`src/rtl/pc_control_unit.sv`:
```
// pc_control_unit
//   Registered program-counter unit. Holds the PC, produces pc+2 and the
//   PC-relative / register branch targets, evaluates the 3-bit condition
//   code against {N,Z,V}, and handles stall and halt.
//   Optional feature macro: PC_RAS_EN adds a RAS_DEPTH-entry circular
//   return-address stack driven by call/ret. Without it, call/ret are
//   ignored (plain branches) and ras_underflow is tied low.

module pc_control_unit #(
  parameter int                ADDR_W       = 16,
  parameter int                IMM_W        = 9,
  parameter int                RAS_DEPTH    = 4,
  parameter logic [ADDR_W-1:0] RESET_VECTOR = {ADDR_W{1'b0}}
) (
  input  logic              clk,
  input  logic              rst,
  input  logic              stall,
  input  logic              halt,
  input  logic              branch_en,
  input  logic              branch_reg,
  input  logic [2:0]        cond,
  input  logic [2:0]        flags,
  input  logic [IMM_W-1:0]  imm,
  input  logic [ADDR_W-1:0] reg_target,
  input  logic              call,
  input  logic              ret,
  output logic [ADDR_W-1:0] pc,
  output logic [ADDR_W-1:0] pc_plus2,
  output logic              flush,
  output logic              halted,
  output logic              ras_underflow
);

  localparam logic [0:0]        ST_RUN    = 1'b0;
  localparam logic [0:0]        ST_HALTED = 1'b1;
  localparam logic [ADDR_W-1:0] PC_STEP   = ADDR_W'(2);

  // Condition-code table; flags are {N,Z,V}.
  function automatic logic cond_true(input logic [2:0] c, input logic [2:0] f);
    logic n_v;
    logic z_v;
    logic v_v;
    logic r_v;
    n_v = f[2];
    z_v = f[1];
    v_v = f[0];
    case (c)
      3'b000:  r_v = ~z_v;
      3'b001:  r_v = z_v;
      3'b010:  r_v = ~z_v & ~n_v;
      3'b011:  r_v = n_v;
      3'b100:  r_v = z_v | (~z_v & ~n_v);
      3'b101:  r_v = n_v | z_v;
      3'b110:  r_v = v_v;
      3'b111:  r_v = 1'b1;
      default: r_v = 1'b0;
    endcase
    return r_v;
  endfunction

  logic [ADDR_W-1:0] pc_q, pc_d;
  logic              flush_q, flush_d;
  logic [0:0]        state_q, state_d;
  logic              halted_q, halted_d;

  logic [ADDR_W-1:0] pc_plus2_s;
  logic [ADDR_W-1:0] imm_sext_s;
  logic [ADDR_W-1:0] offset_s;
  logic [ADDR_W-1:0] rel_target_s;
  logic [ADDR_W-1:0] br_target_s;
  logic              taken_s;

  assign pc_plus2_s   = pc_q + PC_STEP;
  assign imm_sext_s   = {{(ADDR_W-IMM_W){imm[IMM_W-1]}}, imm};
  assign offset_s     = {imm_sext_s[ADDR_W-2:0], 1'b0};
  assign rel_target_s = pc_plus2_s + offset_s;
  assign br_target_s  = branch_reg ? reg_target : rel_target_s;
  assign taken_s      = branch_en & cond_true(cond, flags);

`ifdef PC_RAS_EN
  localparam int PTR_W = $clog2(RAS_DEPTH);
  localparam int CNT_W = $clog2(RAS_DEPTH + 1);
  localparam logic [CNT_W-1:0] CNT_FULL = CNT_W'(RAS_DEPTH);

  logic [ADDR_W-1:0] ras_q [RAS_DEPTH];
  logic [ADDR_W-1:0] ras_d [RAS_DEPTH];
  logic [PTR_W-1:0]  ptr_q, ptr_d;
  logic [CNT_W-1:0]  cnt_q, cnt_d;
  logic              uf_q, uf_d;
  logic [PTR_W-1:0]  ptr_inc_s;
  logic [PTR_W-1:0]  ptr_dec_s;

  assign ptr_inc_s = ptr_q + PTR_W'(1);
  assign ptr_dec_s = ptr_q - PTR_W'(1);
`else
  localparam int RAS_DEPTH_UNUSED = RAS_DEPTH;
  logic unused_ras_ports_s;
  assign unused_ras_ports_s = call ^ ret;
`endif

  // Next-state: stall > halt > branch in RUN; HALTED freezes everything.
  always_comb begin
    pc_d     = pc_q;
    flush_d  = 1'b0;
    state_d  = state_q;
`ifdef PC_RAS_EN
    ras_d    = ras_q;
    ptr_d    = ptr_q;
    cnt_d    = cnt_q;
    uf_d     = 1'b0;
`endif
    if (state_q == ST_RUN) begin
      if (stall) begin
        pc_d = pc_q;
      end else if (halt) begin
        state_d = ST_HALTED;
      end else if (taken_s) begin
`ifdef PC_RAS_EN
        if (ret && (cnt_q == CNT_W'(0))) begin
          // Return with nothing stacked: fall through and flag it.
          pc_d = pc_plus2_s;
          uf_d = 1'b1;
        end else if (ret && call) begin
          // Swap: jump to top, replace it with our own return address.
          pc_d         = ras_q[ptr_q];
          ras_d[ptr_q] = pc_plus2_s;
          flush_d      = 1'b1;
        end else if (ret) begin
          pc_d    = ras_q[ptr_q];
          ptr_d   = ptr_dec_s;
          cnt_d   = cnt_q - CNT_W'(1);
          flush_d = 1'b1;
        end else if (call) begin
          // Full stack: the slot past top is the oldest entry.
          pc_d             = br_target_s;
          ptr_d            = ptr_inc_s;
          ras_d[ptr_inc_s] = pc_plus2_s;
          if (cnt_q == CNT_FULL) begin
            cnt_d = cnt_q;
          end else begin
            cnt_d = cnt_q + CNT_W'(1);
          end
          flush_d = 1'b1;
        end else begin
          pc_d    = br_target_s;
          flush_d = 1'b1;
        end
`else
        pc_d    = br_target_s;
        flush_d = 1'b1;
`endif
      end else begin
        pc_d = pc_plus2_s;
      end
    end else begin
      pc_d = pc_q;
    end
    halted_d = (state_d == ST_HALTED);
  end

  // PC, flush and run/halt state registers.
  always_ff @(posedge clk or posedge rst) begin
    if (rst) begin
      pc_q     <= RESET_VECTOR;
      flush_q  <= 1'b0;
      state_q  <= ST_RUN;
      halted_q <= 1'b0;
    end else begin
      pc_q     <= pc_d;
      flush_q  <= flush_d;
      state_q  <= state_d;
      halted_q <= halted_d;
    end
  end

`ifdef PC_RAS_EN
  // Return-address stack storage, top pointer, occupancy and underflow pulse.
  always_ff @(posedge clk or posedge rst) begin
    if (rst) begin
      for (int i = 0; i < RAS_DEPTH; i++) begin
        ras_q[i] <= {ADDR_W{1'b0}};
      end
      ptr_q <= {PTR_W{1'b0}};
      cnt_q <= {CNT_W{1'b0}};
      uf_q  <= 1'b0;
    end else begin
      ras_q <= ras_d;
      ptr_q <= ptr_d;
      cnt_q <= cnt_d;
      uf_q  <= uf_d;
    end
  end

  assign ras_underflow = uf_q;
`else
  assign ras_underflow = 1'b0;
`endif

  assign pc       = pc_q;
  assign pc_plus2 = pc_plus2_s;
  assign flush    = flush_q;
  assign halted   = halted_q;

endmodule
```
`config.mk`:
```
export PLATFORM = sky130hd
export DESIGN_NAME = pc_control_unit
export DESIGN_NICKNAME = d
export VERILOG_FILES = /design/src/rtl/pc_control_unit.sv
export SDC_FILE = /design/constraint.sdc
export NUM_CORES = 1
export LEC_CHECK = 0
export CORE_ASPECT_RATIO = 0.9
export CORE_UTILIZATION = 46
export DETAILED_ROUTE_END_ITERATION = 8
export GPL_TIMING_DRIVEN = 0
export HOLD_SLACK_MARGIN = 0.1
export PLACE_DENSITY_LB_ADDON = 0.08
export SLEW_MARGIN = 20
export SYNTH_ARGS = -nofsm -noshare
export SYNTH_HDL_FRONTEND = slang
export SYNTH_SLANG_ARGS = --single-unit
```
`constraint.sdc`:
```
create_clock -name clk -period 3.8 [get_ports clk]
set_clock_uncertainty 0.15 [all_clocks]
set_input_delay 0.57 -clock clk [delete_from_list [all_inputs] [get_ports clk]]
set_output_delay 0.57 -clock clk [all_outputs]
set_load 0.01 [all_outputs]
```
Yosys cells after proc, flatten, opt, wreduce, memory -nomap -nowiden

Cells that the tools add are included.

Register bits: 18
Input port bits: 39
Output and inout bits: 35
Word-level logic and storage cells: 33

Add/sub/neg operators: 2
Eq/ne operators: 7
Multiplexer cells: 10
Bitwise operators: 9
Reduce and logical (&&, ||, !) cells: 2

Operator list:

| kind                                                                  | count |
|---|---|
| 16-bit 2-to-1 mux                                                     | 2 |
| 16-bit adder                                                          | 1 |
| 16-bit by 2-bit adder with 16-bit output, second input constant       | 1 |
| 3-bit equality test, second input constant                            | 4 |
| 1-bit one-hot mux with 8 select lines                                 | 1 |
| 1-bit 2-to-1 mux                                                      | 7 |
| 3-bit by 2-bit equality test with 1-bit output, second input constant | 2 |
| 1-bit NOT                                                             | 5 |
| 3-bit by 1-bit equality test with 1-bit output, second input constant | 1 |
| 3-bit logical NOT                                                     | 1 |
| 3-bit AND reduction                                                   | 1 |
| 1-bit AND                                                             | 2 |
| 1-bit bitwise OR                                                      | 2 |

Depth between registers and ports, before layout

Gate-level depths: netlist (run 1).

Word-level depth: 9
Gate-level depth with buffers: 14
Depth with buffers taken out: 14

Least setup slack after synthesis (run 1)

OpenSTA, ideal clock, no wires.

Kind: flip-flop to flip-flop
Start point: reg pc_q[1] (netlist: pc[1])
End point: reg pc_q[15] (netlist: pc[15])
Library setup time: 0.099 ns
Arrival time: 2.985 ns
Data required time: 3.551 ns
Slack: 0.565 ns
Cell stages (with the launch flop): 15
Buffers on the path: 0
Clock period less this slack: 3.235 ns
Cells stage by stage: dfrtp_1 ha_1 nand4_1 nor2_1 nand3_1 nor2_1 xor2_1 ha_1 o21ai_0 a21oi_1 o21ai_0 a31oi_1 nor3_1 nor4_1 a311oi_1

Longest elaborated chain between the ends: 4

RTL lines:

| item                                     | RTL line | text |
|---|---|---|
| start, declared                          | 61       | `logic [ADDR_W-1:0] pc_q, pc_d;` |
| start signal, assigned                   | 169      | `pc_q <= pc_d;` |
| 16-bit by 2-bit adder with 16-bit output | 73       | `assign pc_plus2_s = pc_q + PC_STEP;` |
| net pc_plus2[13]                         | 28       | `output logic [ADDR_W-1:0] pc_plus2,` |
| 16-bit adder                             | 76       | `assign rel_target_s = pc_plus2_s + offset_s;` |
| 16-bit 2-to-1 mux                        | 77       | `assign br_target_s = branch_reg ? reg_target : rel_target_s;` |
| 16-bit 2-to-1 mux                        | 117      | `end else if (taken_s) begin` |

The timed path passes the listed nets, and every way through them passes these cells.
A chain may end at the register's enable or synchronous reset.

Worst setup path in the final report (run 1)

Start point: reg pc_q[1] (netlist: pc[1])
End point: reg pc_q[15] (netlist: pc[15])

Longest elaborated chain between the ends: 4

RTL lines:

| item                                         | RTL line |
|---|---|
| 16-bit by 2-bit adder with 16-bit output (*) | 73 |
| 16-bit adder                                 | 76 |
| 16-bit 2-to-1 mux                            | 77 |
| 16-bit 2-to-1 mux (*)                        | 117 |

Every way passes the cells marked *; elsewhere a longest branch is shown, timed or not.

==> impl_metrics.tcl, run 1 <==
set metrics [dict create \
    drv_slew 0 \
    area_growth_syn_to_layout_pct 40.5 \
    layout-drive-gt1-share 0.0734 \
    synthFlopType "sky130_fd_sc_hd__dfrtp_1" \
    number_of_flops_mapped_to_enable_cells_by_yosys 0 \
    synth_cell_types 54 \
    asyncSetResetFlopFracSynth 1.00 \
    report.final.hold_viol_count 0 \
    yosys_register_bits 18 \
    synth.net_count 338 \
    synthesis.area_um2 2100 \
    top_cells_by_instance_count_after_synthesis "31 x sky130_fd_sc_hd__o21ai_0, 29 x sky130_fd_sc_hd__a21oi_1, 26 x sky130_fd_sc_hd__nand2_1" \
    synth_top_area_share 0.214 \
    global_route.usage.total 0.258 \
    wl_per_cell_um 14.3 \
    io_pins 74 \
    run_status "completed" \
    timing.final.crit_share 0.925 \
    drt_pass1_iterations 4 \
    hp-class "reg -> reg" \
    avgViaCountPerCell 5.60 \
    power_density_nw_per_um2 340 \
    cts_post_setup_buffers_inserted 0 \
    cellLeakagePower_nw 1.21 \
    arrival_ns 3.53 \
    num_antenna_cells 0 \
    startpoint_type "flip-flop" \
    ctsLongestPathBuffers 2 \
    cts_tree "yes" \
    cts_root_buf "sky130_fd_sc_hd__clkbuf_8" \
    critPathMaxStageDelay_ns 0.46 \
    worstRegToRegCells 13 \
    finalSetupViolations 0 \
    placement.cell_area_um2 2880 \
    timing.critical_path.cells "ha_1, nand4_1, nor2_2, nand3_1, xnor2_1, ha_1, o21ai_0, a21oi_1, o21ai_0, a31oi_1, nor3_2, nor4_1, a311oi_1" \
    start_util 0.496 \
    final_cell_area_um2 2960 \
    grt_antenna_before_repair 0 \
    die_w_um 73.3 \
    postRouteWirelength_mm 5.93 \
    layout_min_cycle_time_ns 3.52 \
    worst-path-stages 13 \
    drt_iter0_markers 200 \
    vias_in_the_first_global_route 2066 \
    relSlewSlack 0.512 \
    achievable-frequency_ghz 0.284 \
    die_area_um2 4850 \
    remaining_drc_errors 0 \
    cp_top_family "simple AND/OR/NAND/NOR gates" \
    netlist_instances 280 \
    cp_data_required_time_ns 3.81 \
    dp.final_hpwl_mm 4.72 \
    vdd_ir_drop_max_v 0.000201 \
    critPathBufInv 0 \
    fin_tns_setup_ns 0 \
    num_rows 22 \
    critPathKind "reg -> reg" \
    cts_buffers 3 \
    drt.antenna.violating_nets 0 \
    gp_weighted_congestion 0.882 \
    count_of_maximum_capacitance_violations 0 \
    num-nets-final 413 \
    area_of_the_core_region_um2 4240 \
    clkSinkCount 18 \
    critical_path_fanouts_max 6 \
    tightestPinTransition_ns 0.731 \
    post_cts_resize_count 0 \
    end_kind "flip-flop" \
    cts_max_level 1 \
    rsz0062_at_grt "yes" \
    grt_pass1_wl_mm 9.61 \
    insertion_delay_ns 0.25 \
    post_synth.cell_area_avg_um2 7.52 \
    synthMostInstantiatedCell "sky130_fd_sc_hd__o21ai_0" \
    yosysSeqAreaShare 0.214 \
    hold_path_cells 1 \
    vias 2317 \
    yosysTopAreaCell "sky130_fd_sc_hd__dfrtp_1" \
    port_buffers 70 \
    holdBufCountCts 0 \
    floorplan.die.height_um 66.2 \
    ys_warnings 0 \
    cell_types_with_the_largest_area_share_after_synthesis "sky130_fd_sc_hd__dfrtp_1 21%, sky130_fd_sc_hd__ha_1 11%, sky130_fd_sc_hd__o21ai_0 7.4%" \
    clk_pin_slew_worst_paths_ns 0.07 \
    crit_slowest_cell "sky130_fd_sc_hd__dfrtp_1" \
    grt_overflow_total 0 \
    grt_start_max_net_pins 19 \
]
==> power by group <==
part | switching, mW | internal, mW
Sequential | 0.0389 | 0.218
Combinational | 0.297 | 0.294
Clock | 0.0672 | 0.0922
Total | 0.403 | 0.604
==> cell families after synthesis <==
| group | count (synthesis) | share of synthesized area |
|---|---|---|
| buffers and inverters | 31 | 0.0666 |
| other | 1 | 0.00178 |
| AO/OA/AOI/OAI | 93 | 0.275 |
| XOR/XNOR | 19 | 0.0791 |
| flip-flops | 18 | 0.214 |
| AND/OR/NAND/NOR | 94 | 0.221 |
| adder cells (fa/ha/maj) | 19 | 0.117 |
| multiplexers | 5 | 0.0256 |
==> path summary, 6_finish.rpt <==
path	end	startpoint	slack, ns
max reg2reg	pc[15]$_DFFE_PP0P_	pc[1]$_DFFE_PP0P_	0.28
min reg2reg	halted$_DFF_PP0_	halted$_DFF_PP0_	0.36
min	halted$_DFF_PP0_	halted$_DFF_PP0_	0.36
max	pc[15]$_DFFE_PP0P_	pc[1]$_DFFE_PP0P_	0.28
max in group asynchronous	pc[7]$_DFFE_PP0P_	rst	2.46
min in group asynchronous	pc[0]$_DFFE_PP0P_	rst	0.58
==> cell usage in the layout, fill, tap and decap left out, types with 4 or more instances in the layout <==
cell	synthesis	routed
sky130_fd_sc_hd__a21o_1	5	5
sky130_fd_sc_hd__ha_1	18	18
sky130_fd_sc_hd__a31oi_1	4	4
sky130_fd_sc_hd__o21ai_0	31	31
sky130_fd_sc_hd__nor3_1	10	9
sky130_fd_sc_hd__clkdlybuf4s50_1	0	70
sky130_fd_sc_hd__xor2_1	11	10
sky130_fd_sc_hd__o211ai_1	4	4
sky130_fd_sc_hd__dfrtp_1	18	18
sky130_fd_sc_hd__nor2_1	18	16
sky130_fd_sc_hd__nor4_1	4	4
sky130_fd_sc_hd__and3_1	5	5
sky130_fd_sc_hd__nand2_1	26	26
sky130_fd_sc_hd__xnor2_1	8	8
sky130_fd_sc_hd__clkbuf_8	0	4
sky130_fd_sc_hd__nand3_1	11	11
sky130_fd_sc_hd__clkbuf_1	6	6
sky130_fd_sc_hd__a21oi_1	29	29
sky130_fd_sc_hd__inv_1	16	16
==> per-layer routing <==
metal | vias to the layer above | wire (µm) | global-route usage
li1 | 1166 | - | -
met3 | 12 | 371 | 0.0274
met5 | - | 0 | 0
met2 | 91 | 2490 | 0.397
met4 | 0 | 123 | 0.0649
met1 | 1048 | 2940 | 0.381
==> area by class of cell <==
| cell class | instances | area [µm²] |
|---|---|---|
| well taps | 60 | 75.1 |
| inverters | 17 | 63.8 |
| clock buffers | 4 | 55.1 |
| multi-input cells | 231 | 1540 |
| repair buffers | 70 | 701 |
| plain buffers | 14 | 76.3 |
| fillers | 384 | 1280 |
| flip-flops and latches | 18 | 450 |
==> metrics by stage <==
step	worst slack, ns	hold WS [ns]	power, mW	std cells	utilization
finish	0.284	0.360	1.01	414	0.698
global route	-0.0131	0.384	1.08	414	0.698
CTS	0.0929	0.355	0.999	414	0.692
detailed placement	0.141	0.341	0.840	410	0.679
global placement	0.185	0.330	0.830	410	0.679
floorplan	0.565	0.359	0.599	280	-
==> worst register-to-register path: cells and delay by family (launching register included) <==
| family | cells | cell delay [ns] |
|---|---|---|
| and+or+nand+nor | 5 | 0.97 |
| AOI/OAI and AO/OA | 5 | 0.85 |
| adders and majority gates | 2 | 0.61 |
| DFF | 1 | 0.46 |
| xor gates and xnor gates | 1 | 0.38 |
==> flip-flops by register name, indices dropped and copies added, names as in the netlist <==
| register | flops |
|---|---|
| flush | 1 |
| halted | 1 |
| pc | 16 |
No activity file was read; power rests on OpenSTA's default activity.
==> run 2, diff against run 1 <==
--- a/config.mk
+++ b/config.mk
@@ -10,7 +10,7 @@
 export DETAILED_ROUTE_END_ITERATION = 8
 export GPL_TIMING_DRIVEN = 0
 export HOLD_SLACK_MARGIN = 0.1
-export PLACE_DENSITY_LB_ADDON = 0.08
+export PLACE_DENSITY = 0.84
 export SLEW_MARGIN = 20
 export SYNTH_ARGS = -nofsm -noshare
 export SYNTH_HDL_FRONTEND = slang
==> impl_metrics.tcl, run 2 (same netlist as run 1, synthesis figures left out) <==
set metrics [dict create \
    drt.antenna.violating_nets 0 \
    clk_pin_slew_worst_paths_ns 0.07 \
    num-nets-final 413 \
    sum_of_internal_switching_and_leakage_power_mw 0.992 \
    setup.worst_path.start "pc[3]$_DFFE_PP0P_" \
    power_density_nw_per_um2 337 \
    drv_slew 0 \
    layout-drive-gt1-share 0.0737 \
    final.fill_count 366 \
    regToRegSetupSlack_ns 0.22 \
    timing.final.crit_share 0.941 \
    critPathBufInv 1 \
    grt_pass1_wl_mm 10.3 \
    rsz0062_at_grt "no" \
    layout.cells.non_filler 413 \
    drt_iter0_markers 290 \
    cellLeakagePower_nw 1.21 \
    critical_path.reg2reg.endpoint "pc[15]$_DFFE_PP0P_" \
    dp.final_hpwl_mm 4.96 \
    arrival_ns 3.58 \
    finalSetupViolations 0 \
    postRouteWirelength_mm 6.32 \
    startpoint_type "flip-flop" \
    final_core_area_utilization 0.695 \
    run_status "completed" \
    r2r_start "pc[3]$_DFFE_PP0P_" \
    grt_overflow_total 0 \
    vias_in_the_first_global_route 2214 \
    drt_pass1_iterations 6 \
    grt_start_max_net_pins 19 \
    final_cell_mix "70 x sky130_fd_sc_hd__clkdlybuf4s50_1, 31 x sky130_fd_sc_hd__o21ai_0, 29 x sky130_fd_sc_hd__a21oi_1" \
    holdBufCountCts 0 \
    achievable-frequency_ghz 0.280 \
    area_of_the_core_region_um2 4240 \
    die_area_um2 4850 \
    cts_post_setup_buffers_inserted 0 \
    cts_max_level 1 \
    vdd_ir_drop_max_v 0.000185 \
    vias 2412 \
    count_of_maximum_capacitance_violations 0 \
    floorplan.die.height_um 66.2 \
    tightestPinTransition_ns 0.725 \
    critPathMaxStageDelay_ns 0.41 \
    cp_data_required_time_ns 3.80 \
    relSlewSlack 0.516 \
    cp_top_family "simple AND/OR/NAND/NOR gates" \
    insertion_delay_ns 0.25 \
    global_route.usage.total 0.273 \
    hp-class "reg -> reg" \
    dpl.cell_count 410 \
    fin_tns_setup_ns 0 \
    cts_root_buf "sky130_fd_sc_hd__clkbuf_8" \
    grt_antenna_before_repair 0 \
    mostFrequentLayoutCell "sky130_fd_sc_hd__clkdlybuf4s50_1" \
    timing.critical_path.cells "clkbuf_2, nand3_1, nor3_2, nand2_1, xnor2_1, ha_1, nand2_1, nor2_1, a211oi_2, a31oi_1, nor3_2, nor4_1, a311oi_1" \
    post_cts_resize_count 0 \
    worstRegToRegCells 13 \
    crit_slowest_cell "sky130_fd_sc_hd__nor3_2" \
    num_rows 22 \
    largest_reg_flops 16 \
    io_pins 74 \
    port_buffers 70 \
    critPathKind "reg -> reg" \
    worst_hold_path.endpoint "halted$_DFF_PP0_" \
    report.final.hold_viol_count 0 \
    cts_tree "yes" \
    remaining_drc_errors 0 \
    gp_weighted_congestion 0.861 \
    hold_path_startpoint "halted$_DFF_PP0_" \
    die_w_um 73.3 \
    critical_path_fanouts_max 7 \
    num_antenna_cells 0 \
    clkSinkCount 18 \
    whs_ns 0.353 \
    layout_min_cycle_time_ns 3.58 \
    wl_per_cell_um 15.3 \
    end_kind "flip-flop" \
    area_growth_syn_to_layout_pct 40.0 \
    start_util 0.496 \
    cts_buffers 3 \
    hold_path_cells 1 \
    avgViaCountPerCell 5.84 \
    ctsLongestPathBuffers 2 \
]
[run 2: cell types whose count changed in the layout (fill, tap and decap cells not counted)]
cell | previous run | this run
sky130_fd_sc_hd__nor2_2 | 2 | 3
sky130_fd_sc_hd__clkbuf_8 | 4 | 3
sky130_fd_sc_hd__nor2_1 | 16 | 15
[run 2: worst register-to-register path: stages (launching register included)]
cell and delay, ns:
sky130_fd_sc_hd__dfrtp_1 0.34, sky130_fd_sc_hd__clkbuf_2 0.18, sky130_fd_sc_hd__nand3_1 0.23, sky130_fd_sc_hd__nor3_2 0.41, sky130_fd_sc_hd__nand2_1 0.14, sky130_fd_sc_hd__xnor2_1 0.36
sky130_fd_sc_hd__ha_1 0.37, sky130_fd_sc_hd__nand2_1 0.12, sky130_fd_sc_hd__nor2_1 0.05, sky130_fd_sc_hd__a211oi_2 0.30, sky130_fd_sc_hd__a31oi_1 0.16, sky130_fd_sc_hd__nor3_2 0.29
sky130_fd_sc_hd__nor4_1 0.08, sky130_fd_sc_hd__a311oi_1 0.29
[run 2: final cells by class]
type,instances,area [µm²],share of cell area
multi-input combinational,231,1540,0.522
timing repair buffer,70,701,0.238
sequential,18,450,0.153
buffer,14,76.3,0.0259
tap,60,75.1,0.0255
inverter,17,63.8,0.0217
clock buffer,3,41.3,0.0140
[run 2: how the worst max path moves through the flow]
stage | to | slack, ns | cells after the start
floorplan | pc[15]$_DFFE_PP0P_ | 0.57 | 14
global placement | pc[15]$_DFFE_PP0P_ | 0.26 | 14
detailed placement | pc[15]$_DFFE_PP0P_ | 0.16 | 14
CTS | pc[15]$_DFFE_PP0P_ | 0.10 | 14
global route | pc[15]$_DFFE_PP0P_ | 0.0002 | 13
finish | pc[15]$_DFFE_PP0P_ | 0.22 | 13
[run 2: per-layer routing]
metal,global-route usage,part of all wire,up-vias
met2,0.459,0.46,140
met4,0.0817,0.013,0
met5,0,0,-
met1,0.365,0.42,1092
li1,-,-,1168
met3,0.0320,0.11,12
[run 2: power by group]
group          switching (mW)  internal [mW]  leakage [nW]  total (mW)
Clock                  0.0647         0.0706        0.0216       0.135
Combinational           0.305          0.295         0.963       0.600
Sequential             0.0388          0.218         0.220       0.257
[run 2: per-stage QoR]
step | setup slack (ns) | area, µm²
CTS | 0.101 | 2920
global route | 0.000193 | 2950
floorplan | 0.565 | 2100
global placement | 0.265 | 2880
finish | 0.224 | 2950
detailed placement | 0.160 | 2880
==> RTL edit: new RTL, flow settings as in run 2 <==
The parameter `ADDR_W` goes from 16 to 15.
--- a/src/rtl/pc_control_unit.sv
+++ b/src/rtl/pc_control_unit.sv
@@ -7,7 +7,7 @@
 //   ignored (plain branches) and ras_underflow is tied low.
 
 module pc_control_unit #(
-  parameter int                ADDR_W       = 16,
+  parameter int                ADDR_W       = 15,
   parameter int                IMM_W        = 9,
   parameter int                RAS_DEPTH    = 4,
   parameter logic [ADDR_W-1:0] RESET_VECTOR = {ADDR_W{1'b0}}
Ports: changed (resized pc, pc_plus2 and reg_target); port bits go from 74 to 71. The function was not compared with the original's and may differ.
==> RTL edit against run 2 <==
The run now ends with design-rule violations left; worst setup slack got worse by 0.044 ns; routed wire length fell by 9.2%; area after synthesis fell by 6.1%; sequential cell count fell by 1; cell area fell by 7.0%; total power rose by 0.81%; critical path type unchanged; largest cell class unchanged; largest power group unchanged.
==> RTL edit: results (changes against run 2) <==
* Global-route wire length before repair at 9470 µm (-7.7%)
* Clk_lat worst skew at 0.26 ns
* Worst path arrival time at 3.61 ns (+0.03 ns)
* Hold Path End: halted
* Reg2reg start: pc[1]
* Largest net degree at the start of global routing at 18 (-1)
* Port Buffers at 66 (-5.7%)
* Top Family by Delay on Critical Path: simple AND/OR/NAND/NOR gates
* CP max FO at 7 (unchanged)
* DRC viols at 5 (+5)
* Initial drt markers at 362 (+25%)
* FF-to-FF setup slack at 0.18 ns (-0.04 ns)
* Ys async rst share at 1.00 (unchanged)
* Final setup viols at 0 (unchanged)
* Cells on worst reg2reg path at 10 (-3)
* Met3 routed WL at 446 µm (-34%)
* CTS Buf Count at 3 (unchanged)
* Slew HR at 0.567 (+0.0501)
* Multi-input gate area at 1450 µm² (-5.9%)
* Failing checks: design-rule violations
* Post-CTS Setup Bufs at 0 (unchanged)
* Antenna diodes at 0 (unchanged)
* Final wirelength at 5740 µm (-9.2%)
* Routed met1 length at 2630 µm (about the same)
* Worst path max stage delay at 0.48 ns (+0.07 ns)
* GP Congestion at 0.899 (+4.4%)
* HP Class: reg -> reg
* Register area share after synthesis at 0.215 (+0.00130)
* PostCTS Resize Cnt at 0 (unchanged)
* Dpl cell area at 2700 µm² (-6.4%)
* Pre-Repair DR Iteration Count at 8 (+2)
* HP Start: halted
* Worst Hold Path Cells at 1 (unchanged)
* Share of post-route cells with drive strength above 1 at 0.0605 (-0.0131)
* Commonest cells post-synth: a21oi_1, ha_1, nand2_1
* Layout net count at 372 (-9.9%)
* Gr usage total at 0.263 (-0.00978)
* Vias per inst at 6.00 (+2.8%)
* Dpl ws at 0.316 ns (+0.156 ns)
* Hold Slack at 0.351 ns (-0.00173 ns)
* Top post-synthesis cells by area: dfrtp_1, ha_1, a21oi_1, xnor2_1, o21ai_0
* CP max stage cell: or3_1
* WL met2 at 2550 µm (-13%)
* Dpl hpwl at 4480 µm (-9.5%)
* CTS root buf: clkbuf_8
* Fill cells at 352 (-3.8%)
* Maximum vdd drop at 0.272 mV (+47%)
* Syn nets at 301 (-11%)
* Vias in the first global route at 1976 (-11%)
* Yosys cell types at 52 (-3.7%)
* Status: complete, but fails checks
* R2R Path End: pc[12]
* Max FFs per register at 15 (-1)
* Initial antenna violation count at 0 (unchanged)
* Pleak at 1.11 nW (-8.3%)
[RTL edit: worst register-to-register path, delay by kind of cell (launching register included)]
family	cells	cell delay, ns
AOI/OAI and AO/OA	3	0.68
adders and majority gates	2	0.67
and+or+nand+nor	4	1.22
xor gates and xnor gates	1	0.30
DFF	1	0.47
[RTL edit: power by group]
part,switching [mW],internal [mW]
logic,0.304,0.303
clock network,0.0693,0.0748
registers,0.0408,0.209
[RTL edit: through the flow]
step / power [mW] / cells
after floorplan: 0.604 / 244
after global placement: 0.839 / 358
after detailed placement: 0.850 / 358
after CTS: 0.993 / 362
after global routing: 1.07 / 362
final: 1.00 / 362
[RTL edit: per-layer routing]
layer	vias up	track usage
li1	1047	-
met1	1007	0.373
met2	106	0.412
met3	13	0.0363
met4	0	0.0825
met5	-	0
[RTL edit: worst max-delay path by stage]
stage	start	cells past startpoint	end	slack [ns]
after CTS	pc[2]	10	pc[12]	0.29
after global routing	pc[1]	10	pc[12]	0.03
after floorplan	pc[2]	10	pc[12]	0.65
after global placement	pc[2]	10	pc[12]	0.34
final	pc[1]	10	pc[12]	0.18
after detailed placement	pc[1]	10	pc[12]	0.32
[RTL edit: cell families after synthesis]
| kind of cell | synth area share |
|---|---|
| xor gates and xnor gates | 0.0931 |
| buffers and inverters | 0.0513 |
| other | 0.00190 |
| muxes | 0.0374 |
| DFF | 0.215 |
| adders and majority gates | 0.124 |
| AOI/OAI and AO/OA | 0.270 |
| and+or+nand+nor | 0.206 |
[RTL edit: area by class of cell]
type	instances	area share
clock buffer	4	0.0164
buffer	13	0.0260
sequential	17	0.155
inverter	8	0.0110
tap	48	0.0219
timing repair buffer	66	0.241
multi-input combinational	206	0.529
